$ cat src/rtl/nega_serial_acc_pkg.sv
// Shared types for the bit-serial negabinary accumulator: FSM encoding and
// the digit-counter width helper.
package nega_serial_acc_pkg;

  typedef enum logic [1:0] {
    ST_IDLE = 2'd0,
    ST_RUN  = 2'd1,
    ST_DONE = 2'd2
  } state_t;

  // Counter must stay at least one bit wide even for a single-digit accumulator.
  function automatic int cnt_width(input int n);
    return (n > 1) ? $clog2(n) : 1;
  endfunction

endpackage

$ cat src/rtl/nega_serial_acc_digit_add.sv
// One negabinary digit adder with two-rail carry: t = a + b + cp - cn,
// s = t mod 2, carry value (t - s) / -2 split onto cp (+1) and cn (-1).
module nega_digit_add (
  input  logic a,
  input  logic b,
  input  logic cn,
  input  logic cp,
  output logic s,
  output logic cn_out,
  output logic cp_out
);

  logic signed [2:0] t;

  always_comb begin
    t = $signed({2'b00, a}) + $signed({2'b00, b})
      + $signed({2'b00, cp}) - $signed({2'b00, cn});
    s      = t[0];
    cp_out = (t == -3'sd1);
    cn_out = (t > 3'sd1);
  end

endmodule

$ cat src/rtl/nega_serial_acc.sv
// Bit-serial negabinary accumulator: one digit per clock through a single
// digit adder, with clear command, result strobe and sticky overflow.
//
// state   | meaning
// IDLE    | in_ready high, waiting for an add or clear command
// RUN     | adding one digit per cycle, acc and operand rotate right
// DONE    | out_valid high for this cycle, back to IDLE next
module nega_serial_acc
  import nega_serial_acc_pkg::*;
#(
  parameter int W     = 8,
  parameter int ACC_W = 16
) (
  input  logic             clk,
  input  logic             rst_n,
  input  logic             in_valid,
  output logic             in_ready,
  input  logic             in_clr,
  input  logic [W-1:0]     in_data,
  output logic             out_valid,
  output logic [ACC_W-1:0] acc,
  output logic             ovf
);

  localparam int             CW   = cnt_width(ACC_W);
  localparam logic [CW-1:0]  LAST = CW'(ACC_W - 1);

  state_t             state;
  logic [ACC_W-1:0]   op;
  logic [CW-1:0]      cnt;
  logic               cp;
  logic               cn;
  logic               s;
  logic               cp_nx;
  logic               cn_nx;

  nega_digit_add u_digit_add (
    .a      (acc[0]),
    .b      (op[0]),
    .cn     (cn),
    .cp     (cp),
    .s      (s),
    .cn_out (cn_nx),
    .cp_out (cp_nx)
  );

  assign in_ready = (state == ST_IDLE);

  always_ff @(posedge clk or negedge rst_n) begin
    if (!rst_n) begin
      state     <= ST_IDLE;
      acc       <= '0;
      op        <= '0;
      cnt       <= '0;
      cp        <= 1'b0;
      cn        <= 1'b0;
      ovf       <= 1'b0;
      out_valid <= 1'b0;
    end else begin
      out_valid <= 1'b0;
      case (state)
        ST_IDLE: begin
          if (in_valid) begin
            if (in_clr) begin
              acc       <= '0;
              ovf       <= 1'b0;
              out_valid <= 1'b1;
              state     <= ST_DONE;
            end else begin
              op    <= ACC_W'(in_data);
              cnt   <= '0;
              cp    <= 1'b0;
              cn    <= 1'b0;
              state <= ST_RUN;
            end
          end
        end
        ST_RUN: begin
          // Sum digit enters at the top; after ACC_W rotations acc is realigned.
          acc <= (acc >> 1) | (ACC_W'(s) << (ACC_W - 1));
          op  <= op >> 1;
          cp  <= cp_nx;
          cn  <= cn_nx;
          cnt <= cnt + 1'b1;
          if (cnt == LAST) begin
            state     <= ST_DONE;
            out_valid <= 1'b1;
            if (cp_nx || cn_nx) ovf <= 1'b1;
          end
        end
        ST_DONE: state <= ST_IDLE;
        default: state <= ST_IDLE;
      endcase
    end
  end

endmodule

$ cat config.mk
export PLATFORM = sky130hd
export DESIGN_NAME = nega_serial_acc
export DESIGN_NICKNAME = d
export VERILOG_FILES = /design/src/rtl/nega_serial_acc_pkg.sv /design/src/rtl/nega_serial_acc_digit_add.sv /design/src/rtl/nega_serial_acc.sv
export SDC_FILE = /design/constraint.sdc
export NUM_CORES = 1
export LEC_CHECK = 0
export ABC_CLOCK_PERIOD_IN_PS = 2680
export BUFFER_PORTS_ARGS = -buffer_cell sky130_fd_sc_hd__buf_2
export CAP_MARGIN = 20
export CORE_ASPECT_RATIO = 1.75
export CORE_UTILIZATION = 53
export CTS_CLUSTER_SIZE = 40
export DETAILED_ROUTE_END_ITERATION = 12
export PLACE_DENSITY_LB_ADDON = 0.3
export REMOVE_ABC_BUFFERS = 1
export SLEW_MARGIN = 20
export SYNTH_ARGS = -nofsm -noshare
export SYNTH_HDL_FRONTEND = slang
export SYNTH_SLANG_ARGS = --single-unit
export TNS_END_PERCENT = 50
$ cat constraint.sdc
create_clock -name clk -period 2.68 [get_ports clk]
set_input_delay 0.536 -clock clk [delete_from_list [all_inputs] [get_ports clk]]
set_output_delay 0.536 -clock clk [all_outputs]
set_load 0.02 [all_outputs]
* Word-level counts from Yosys, hierarchy flattened *
Cells that the tools add are included.

operators by class
  add/subtract/negate cells = 4
  multipliers = 0
  divide/modulo/power cells = 0
  magnitude comparators = 1
  equal/unequal tests = 8
  shifts and indexed selects = 0
  mux-type cells = 26
  bitwise operators = 1
  reduce and logical (&&, ||, !) cells = 7

operators by type and width
  operator                                                        count
  2-to-1 mux 16 bit                                               4
  case mux 16 bit (2 select lines)                                2
  bitwise OR 15 x 16 -> 16 bit                                    1
  2-to-1 mux 1 bit                                                9
  2-to-1 mux 4 bit                                                2
  != test 2 bit (second input constant)                           4
  case mux 1 bit (2 select lines)                                 4
  case mux 4 bit (2 select lines)                                 1
  2-to-1 mux 2 bit                                                3
  AND reduction 3 bit                                             2
  AND reduction 5 bit                                             1
  adder 4 x 1 -> 4 bit (second input constant)                    1
  equality test 4 bit (second input constant)                     1
  case mux 2 bit (2 select lines)                                 1
  adder 3 x 2 -> 3 bit                                            1
  equality test 3 x 1 -> 1 bit (second input constant)            1
  greater-than comparator 3 x 2 -> 1 bit (second input constant)  1
  subtractor 3 x 2 -> 3 bit                                       1
  adder 1 x 1 -> 2 bit                                            1
  equality test 2 x 1 -> 1 bit (second input constant)            1
  zero test 2 bit                                                 1
  != test 2 x 1 -> 1 bit (second input constant)                  1
  AND reduction 2 bit                                             1
  nonzero test 2 bit                                              1
  logical OR 1 bit                                                1

storage, ports and cells
  register bits = 42
  bits in latches = 0
  memory bits (writable) = 0
  ROM bits = 0
  bits of input ports = 12
  output and inout port bits = 19
  logic and storage cells = 55
  memories = 0

* Logic depth before layout (Yosys ltp) *
Gate-level depths: netlist of run 1.

  depth in word-level cells = 8
  gate-level depth with buffers = 9
  mapped depth without buffers = 9

* By module *
A second synthesis of run 1 with hierarchy kept.

unflattened totals
  cell total of the unflattened synthesis = 108
  area, all modules = 1478.9 um^2

modules (own cells, without submodules)
  module           instances  cells an instance  area an instance (um^2)  sequential area each (um^2)
  nega_serial_acc  1          98                 1396.3                   850.8
  nega_digit_add   1          10                 82.6                     0.0

* Least setup slack after synthesis of run 1 *
OpenSTA, ideal clock, no wires.

  path kind = reg-to-reg
  start point = register cn
  end point = register ovf
  setup time = 0.080 ns
  arrival time = 1.816 ns
  data required time = 2.600 ns
  path slack = 0.784 ns
  stages on the path, launching flop included = 9
  path buffers = 0
  cells stage by stage = dfrtp_1 -> ha_1 -> inv_1 -> ha_1 -> inv_1 -> fa_1 -> nor3b_1 -> a21oi_1 -> nor3_2

between the ends
  cells in the longest elaborated chain, start to end = 5
  elaborated cells on any way between the ends = 6
  those cells by class = 1 x add/sub; 1 x order compare; 2 x eq/ne; 2 x reduce/logical

ends and longest elaborated chain
  element                                                                                 line                                                              RTL
  from (decl)                                                                             nega_serial_acc.sv:32                                             logic cn;
  from (signal assigned)                                                                  nega_serial_acc.sv:83                                             cn <= cn_nx;
  subtractor 3 x 2 -> 3 bit (*)                                                           nega_serial_acc_digit_add.sv:17                                   + $signed({2'b00, cp}) - $signed({2'b00, cn});
  greater-than comparator 3 x 2 -> 1 bit or equality test 3 x 1 -> 1 bit (tied branches)  nega_serial_acc_digit_add.sv:20, nega_serial_acc_digit_add.sv:19
  logical OR 1 bit (*)                                                                    nega_serial_acc.sv:88                                             if (cp_nx || cn_nx) ovf <= 1'b1;
  != test 2 bit (no source line) (*)                                                      --
  AND reduction 5 bit (no source line) (*)                                                --
  to (signal assigned)                                                                    nega_serial_acc.sv:57                                             ovf <= 1'b0;
  to (signal assigned)                                                                    nega_serial_acc.sv:66                                             ovf <= 1'b0;
  to (signal assigned)                                                                    nega_serial_acc.sv:88
  to (decl)                                                                               nega_serial_acc.sv:22                                             output logic ovf

Every way passes the cells marked *; elsewhere a longest branch is shown, timed or not.
A chain may end at the register's enable or synchronous reset.

* Worst setup path after layout of run 1 *
Ends and elaborated chain as after synthesis.

==> impl_metrics.ini, run 1 <==
[finish]
drive_above_1_share_pct = 23.7
syn_to_final_growth_pct = 13.4
n_antenna_cell = 0
fin_nets = 207

[critical_path]
crit_start = cn
cp-start-kind = flop
slowest_stage = fa_1
worst-path-max-fanout = 3
critPathArrivalTime_ns = 2.35
crit_path_end_kind = flop
critPathMaxStageDelay_ns = 0.41
rr_startpoint = cn
required_ns = 2.88
critical_path_class = reg2reg
crit_chain = ha_1 -> inv_1 -> ha_1 -> inv_1 -> fa_1 -> nor3b_1 -> a21oi_1 -> nor3_2
r2r_cells = 8

[logic_synthesis]
syn-cell-area_sq_mm = 0.00157
ys_ff_latch = 34
synthCells = 160
synthTopCellsByArea = dfrtp_1, nand2_1, o21ai_1, ha_1, buf_6
avgSynthCellArea_sq_um = 9.82
yosysWarnings = 0
yosysTopAreaCell = dfrtp_1
yosysTopAreaCellShare_pct = 54.1
seq_area_frac_synth_pct = 54.1
ys_types = 31

[sta]
fin_worst_skew_ns = 0.00538
rsz0062_at_grt = no
fmax_ghz = 0.464
slew-limit-headroom_pct = 50.8
setup_violations = 0
min_period_over_period_pct = 80.3
tightest_slew_ns = 0.738
finalCriticalPeriod_ns = 2.15
finalHoldViolations = 0
final_max_slew_viol_count = 0
layout_setup_ws_ns = 0.527
setup_tns_ns = 0

[routing]
first_pass_iters = 4
wl_per_cell_microns = 15.1
dr_total_vias = 1248
drt_iter0_markers = 50
ant_nets = 0
drcViolationCount = 0
viasPerCell = 5.75
wl_microns = 3290

[place]
portBuffers = 30
post-place-ws_ns = 0.568
dp_hpwl_microns = 2300
gp_congestion = 0.842

[clock_network]
clk_path_buf_depth = 2
htreeDepth = 2
cts.sinks = 34
post_cts_buffers = 0
ctsResizeCount = 0
clk_pin_slew_ns = 0.07
cts_tree = done
root_buffer = clkbuf_8
clock_latency_ns = 0.29
numCtsBuffers = 5
cts-hold-fix-buffers = 0

[global_routing]
antenna_found_initial = 0
grt_max_degree = 35
grt_overflow = 0
first_global_vias = 1284
grt_pass1_wl_microns = 5720
grt_usage_pct = 24.0

[floorplanning]
fp.dieW_microns = 43.2
die_h_microns = 74.0
dieArea_sq_mm = 0.00320
rows = 25
core_area_sq_mm = 0.00275
io_pins = 31
initial_core_util_pct = 57.1

[run]
cap_violations = 0

[power]
p_per_area_mw_per_mm2 = 1240
vdd_drop_max_uv = 614
p_leak_nw = 0.895

[worst_hold_path]
hold_path.class = in2async

[status]
status = complete, no violations
==> routing by layer <==
metal / GRT usage [%] / wire [microns]
met5: 0 / 0
met4: 9.09 / 51
met3: 6.07 / 133
met2: 41.8 / 1750
met1: 28.1 / 1350
==> cell usage after synthesis <==
library cell and instances:
nand2_1 50, dfrtp_1 34, o21ai_1 18, nor3_1 8, a31oi_1 7, buf_6 4
ha_1 4, buf_2 3, inv_1 3, a21o_1 2, a22o_1 2, and3_1 2
buf_4 2, nand3_1 2, nor2b_1 2, nor3b_1 2, a21oi_1 1, a221o_1 1
clkbuf_1 1, fa_1 1, mux2i_1 1, nand2_2 1, nand2b_1 1, nand4_1 1
nor2_1 1, nor2_2 1, nor3_2 1, nor4b_4 1, o22ai_1 1, or4b_4 1
xnor2_1 1
==> where the power goes <==
group	switching (mW)	internal (mW)	total [mW]	leakage, nW
clock network	0.183	0.178	0.361	0.0373
registers	0.152	0.718	0.870	0.439
logic	0.623	0.359	0.982	0.418
==> cell usage in the layout (no fill, tap or decap), types with 2 or more instances in the layout <==
cell type	synthesis	routed
clkbuf_8	0	5
o21ai_1	18	18
a31oi_1	7	7
ha_1	4	4
dfrtp_1	34	34
nand3_1	2	2
inv_1	3	3
nor3_1	8	8
a22o_1	2	2
a21o_1	2	2
buf_2	3	30
buf_4	2	3
and3_1	2	2
nand2_1	50	50
nor3b_1	2	2
==> cells by family (layout without fill, tap and decap cells) <==
kind of cell / after synthesis / after routing / synth area share (%)
compound gates: 32 / 32 / 11.9
mux: 1 / 1 / 0.637
flops: 34 / 34 / 54.1
xor+xnor: 1 / 1 / 0.557
fa+ha+maj: 5 / 5 / 4.46
buf+inv: 13 / 43 / 5.73
simple gates: 74 / 74 / 22.5
==> flip-flops by register name, summed over array words and instances, names as in the netlist <==
| signal | flops |
|---|---|
| ovf | 1 |
| out_valid | 1 |
| state | 2 |
| cp | 1 |
| cnt | 4 |
| op | 8 |
| acc | 16 |
| cn | 1 |
==> worst max-delay path, delay by kind of cell (launching register included) <==
family,cells,cell delay [ns]
buf+inv,2,0.11
compound gates,1,0.16
flops,1,0.39
fa+ha+maj,3,0.88
simple gates,2,0.54
==> path summary, 6_finish.rpt <==
kind                       slack, ns        to
setup / recovery                0.53       ovf
hold / removal                  0.31  state[1]
setup reg to reg                0.53       ovf
hold reg to reg                 0.49    cnt[3]
max in group asynchronous       1.90     op[1]
min in group clk                0.49    cnt[3]
==> cell type report <==
type | instances | area [sq um]
fillers | 236 | 971
flip-flops and latches | 34 | 851
multi-input cells | 113 | 633
repair buffers | 33 | 173
clock buffers | 6 | 72.6
well taps | 27 | 33.8
inverters | 3 | 11.3
clock inverters | 1 | 7.51
==> stage by stage <==
stage / cell area, sq um / std cells / utilization (%) / hold WS (ns) / total power, mW
5_1_grt: 1780 / 217 / 64.7 / 0.372 / 2.40
6_report: 1780 / 217 / 64.7 / 0.309 / 2.21
2_1_floorplan: 1490 / 150 / - / 0.240 / 1.52
3_5_place_dp: 1700 / 210 / 61.8 / 0.487 / 1.86
3_3_place_gp: 1700 / 210 / 61.8 / 0.452 / 1.81
4_1_cts: 1780 / 217 / 64.7 / 0.343 / 2.23
No activity file was read; power rests on OpenSTA's default activity.
==> run 2, diff against run 1 <==
- ABC_CLOCK_PERIOD_IN_PS: 2680 -> 1800
- CORE_UTILIZATION: 53 -> 48
- clock period: 2.68 -> 1.8 ns (I/O delays scaled with it)
==> impl_metrics.ini, run 2 (synthesis gave the netlist of run 1 again) <==
[finish]
stdcell_area_sq_mm = 0.00192
mostFrequentLayoutCells = nand2_1, dfrtp_1, buf_2, o21ai_1
n_antenna_cell = 0
syn_to_final_growth_pct = 22.1
top_regs = acc (16), op (8), cnt (4)
stdcell_count = 240
nFillCells = 274
largest_reg_flops = 16
top_register = acc
fin_nets = 213
layout_commonest_cell = nand2_1
drive_above_1_share_pct = 29.4

[critical_path]
crit_path_end_kind = flop
worst-path-max-fanout = 2
required_ns = 2.00
cp-start-kind = flop
critPathArrivalTime_ns = 2.22
r2r_slack_ns = -0.22
critical_path_class = reg2reg

[clock_network]
clk_pin_slew_ns = 0.06
numCtsBuffers = 5
clock_latency_ns = 0.28
clk_path_buf_depth = 2
cts_tree = done
cts.sinks = 34
htreeDepth = 2
root_buffer = clkbuf_8
cts-hold-fix-buffers = 0

[routing]
first_pass_iters = 4
viasPerCell = 5.37
ant_nets = 0
drt_iter0_markers = 33
wl_microns = 3410
wl_per_cell_microns = 14.2
drcViolationCount = 0
dr_total_vias = 1288

[place]
place_area_sq_mm = 0.00176
gp_congestion = 0.737
post-place-ws_ns = -0.298
dp_cells = 230
dp_hpwl_microns = 2290
portBuffers = 30

[power]
vdd_drop_max_uv = 1160
p_leak_nw = 0.953
p_per_area_mw_per_mm2 = 1910

[sta]
tightest_slew_ns = 0.725
slew-limit-headroom_pct = 51.7
setup_violations = 3
fin_worst_skew_ns = 0.00429
final_max_slew_viol_count = 0
fmax_ghz = 0.495
finalHoldViolations = 0
rsz0062_at_grt = yes
min_period_over_period_pct = 112
whs_ns = 0.137
layout_setup_ws_ns = -0.221
finalCriticalPeriod_ns = 2.02
setup_tns_ns = -0.551

[global_routing]
grt_max_degree = 36
grt_usage_pct = 22.7
antenna_found_initial = 0
first_global_vias = 1285
grt_overflow = 0
grt_pass1_wl_microns = 5780

[worst_hold_path]
hold_path.class = in2async

[floorplanning]
core_area_sq_mm = 0.00314
die_h_microns = 77.7
fp.dieW_microns = 45.3
rows = 27
dieArea_sq_mm = 0.00352
io_pins = 31
initial_core_util_pct = 50.0

[status]
violations = negative setup slack
status = complete, but fails checks

[run]
cap_violations = 0
-- run 2: path summary, 6_finish.rpt --
check | from | endpoint | cells after the start
setup / recovery | cn | cp | 9
hold / removal | rst_n | cn | 1
setup reg to reg | cn | cp | 9
hold reg to reg | cnt[3] | cnt[3] | 1
max in group asynchronous | rst_n | state[1] | 1
min in group clk | in_data[7] | op[7] | 2
-- run 2: cell type report --
| cell class | count | area [sq um] | area share [%] |
|---|---|---|---|
| clock buffer | 7 | 76.3 | 3.98 |
| multi-input combinational | 113 | 667 | 34.7 |
| sequential | 34 | 851 | 44.3 |
| timing repair buffer | 39 | 230 | 12.0 |
| clock inverter | 1 | 30.0 | 1.56 |
| tap | 43 | 53.8 | 2.80 |
| inverter | 3 | 11.3 | 0.587 |
-- run 2: power breakdown --
| part | total [mW] | leakage [nW] | switching (mW) | internal (mW) |
|---|---|---|---|---|
| clock | 0.674 | 0.0524 | 0.260 | 0.414 |
| combinational | 1.69 | 0.461 | 1.00 | 0.689 |
| sequential | 1.30 | 0.439 | 0.231 | 1.07 |
| total | 3.66 | 0.953 | 1.49 | 2.17 |
-- run 2: per-layer routing --
metal	GRT usage, %	share of wire (%)
met5	0	0
met4	12.4	3.8
met3	5.12	4.5
met2	35.7	53
met1	27.9	39
-- run 2: stage by stage --
step / util (%) / power, mW
finish: 61.1 / 3.66
global route: 61.1 / 3.93
CTS: 60.3 / 3.60
detailed placement: 56.2 / 2.85
global placement: 56.2 / 2.76
floorplan: - / 2.27
-- run 2: critical path: stages, from the launching register on --
cell and delay, ns:
dfrtp_1 0.39, ha_1 0.32, inv_2 0.07, ha_4 0.12
inv_2 0.03, fa_1 0.48, nor3b_2 0.22, buf_4 0.15
nand2_2 0.05, o22ai_2 0.11
-- run 2: what timing repair did --
item,4_1_cts,5_1_grt
endpoints found under the setup margin,3,3
resized for setup,3,5
pin swaps,2,6
buffers inserted,1,1
==> run 3, diff against run 2 <==
- ABC_CLOCK_PERIOD_IN_PS: 1800 -> 2009
- CORE_UTILIZATION: 48 -> 53
- HOLD_SLACK_MARGIN: default -> 0.12
- clock period: 1.8 -> 2.01 ns (I/O delays scaled with it)
==> impl_metrics.ini, run 3 (synthesis gave the netlist of run 1 again) <==
[status]
status = complete, no violations

[floorplanning]
rows = 25
io_pins = 31
core_area_sq_mm = 0.00275
dieArea_sq_mm = 0.00320
fp.dieW_microns = 43.2
die_h_microns = 74.0
initial_core_util_pct = 57.1

[routing]
ant_nets = 0
drt_iter0_markers = 16
dr_total_vias = 1268
drcViolationCount = 0
wl_per_cell_microns = 14.2
first_pass_iters = 2
wl_microns = 3190
viasPerCell = 5.64

[clock_network]
cts.sinks = 34
clk_path_buf_depth = 2
clock_latency_ns = 0.29
numCtsBuffers = 5
cts-hold-fix-buffers = 0
clk_pin_slew_ns = 0.07
root_buffer = clkbuf_8
htreeDepth = 2
cts_tree = done

[critical_path]
critical_path_class = reg2reg
cp-start-kind = flop
required_ns = 2.22
r2r_slack_ns = 0.05
crit_start = cn
rr_startpoint = cn
worst-path-max-fanout = 2
critPathArrivalTime_ns = 2.17
crit_path_end_kind = flop

[sta]
finalHoldViolations = 0
fmax_ghz = 0.510
whs_ns = 0.160
finalCriticalPeriod_ns = 1.96
final_max_slew_viol_count = 0
setup_tns_ns = 0
tightest_slew_ns = 0.719
fin_worst_skew_ns = 0.00768
rsz0062_at_grt = yes
setup_violations = 0
slew-limit-headroom_pct = 52.1
min_period_over_period_pct = 97.5

[finish]
fin_nets = 214
post-route-util_pct = 69.5
top_regs = acc (16), op (8), cnt (4)
largest_reg_flops = 16
nFillCells = 240
mostFrequentLayoutCells = nand2_1, dfrtp_1, buf_2, o21ai_1, buf_4
syn_to_final_growth_pct = 21.7
top_register = acc
stdcell_area_sq_mm = 0.00191
drive_above_1_share_pct = 30.3
n_antenna_cell = 0
layout_commonest_cell = nand2_1

[place]
portBuffers = 30
dp_hpwl_microns = 2260
place_area_sq_mm = 0.00173
gp_congestion = 0.770

[global_routing]
antenna_found_initial = 0
grt_usage_pct = 23.4
grt_pass1_wl_microns = 5530
first_global_vias = 1216
grt_overflow = 0
grt_max_degree = 35

[power]
vdd_drop_max_uv = 1120
p_leak_nw = 0.966
p_per_area_mw_per_mm2 = 1740

[worst_hold_path]
hold_path.class = in2async

[run]
cap_violations = 0
run 3: changes by cell type in the layout (fill, tap and decap cells not counted), sizes merged:
cell / delta
clkbuf: -2
buf: +1
bufinv: +1
clkinv: +1
run 3: final timing paths:
kind | endpoint | depth (start not counted)
min in group clk | op[7] | 2
max in group asynchronous | acc[7] | 1
worst max register to register | cp | 9
worst min-delay path | out_valid | 1
worst max-delay path | cp | 9
worst min register to register | cnt[3] | 1
run 3: stage by stage:
step                power [mW]  instances  setup WS (ns)
global route              3.58        225        -0.0424
floorplan                 2.03        150         -0.231
CTS                       3.30        222         0.0364
detailed placement        2.52        214        -0.0685
finish                    3.33        225         0.0504
global placement          2.45        214         0.0611
run 3: final cells by class:
cell class / instances / area, sq um / area share [%]
sequential: 34 / 851 / 44.5
tap: 27 / 33.8 / 1.77
clock buffer: 5 / 68.8 / 3.60
timing repair buffer: 40 / 225 / 11.8
inverter: 3 / 11.3 / 0.589
multi-input combinational: 113 / 653 / 34.2
clock inverter: 3 / 68.8 / 3.60
run 3: report_power, final:
part	internal, mW	leakage [nW]	switching [mW]
clock network	0.497	0.0683	0.259
logic	0.571	0.459	0.844
registers	0.957	0.439	0.204
run 3: timing repair:
action / CTS / global route
setup buffers: 0 / 3
endpoints found under the setup margin: 1 / 1
gates resized for setup: 1 / 5
pin swaps: 0 / 5
run 3: layer usage:
layer  wire length (microns)  track usage (%)
met1                    1350             27.7
met2                    1620             38.1
met3                     120             6.07
met4                     101             13.1
met5                       0                0
run 3: critical path, cell delays in order (launching register included):
cell	delay, ns
dfrtp_1	0.41
ha_4	0.25
inv_2	0.04
ha_2	0.15
inv_2	0.03
fa_1	0.47
nor3b_2	0.24
buf_4	0.15
nand2_1	0.04
o22ai_1	0.10
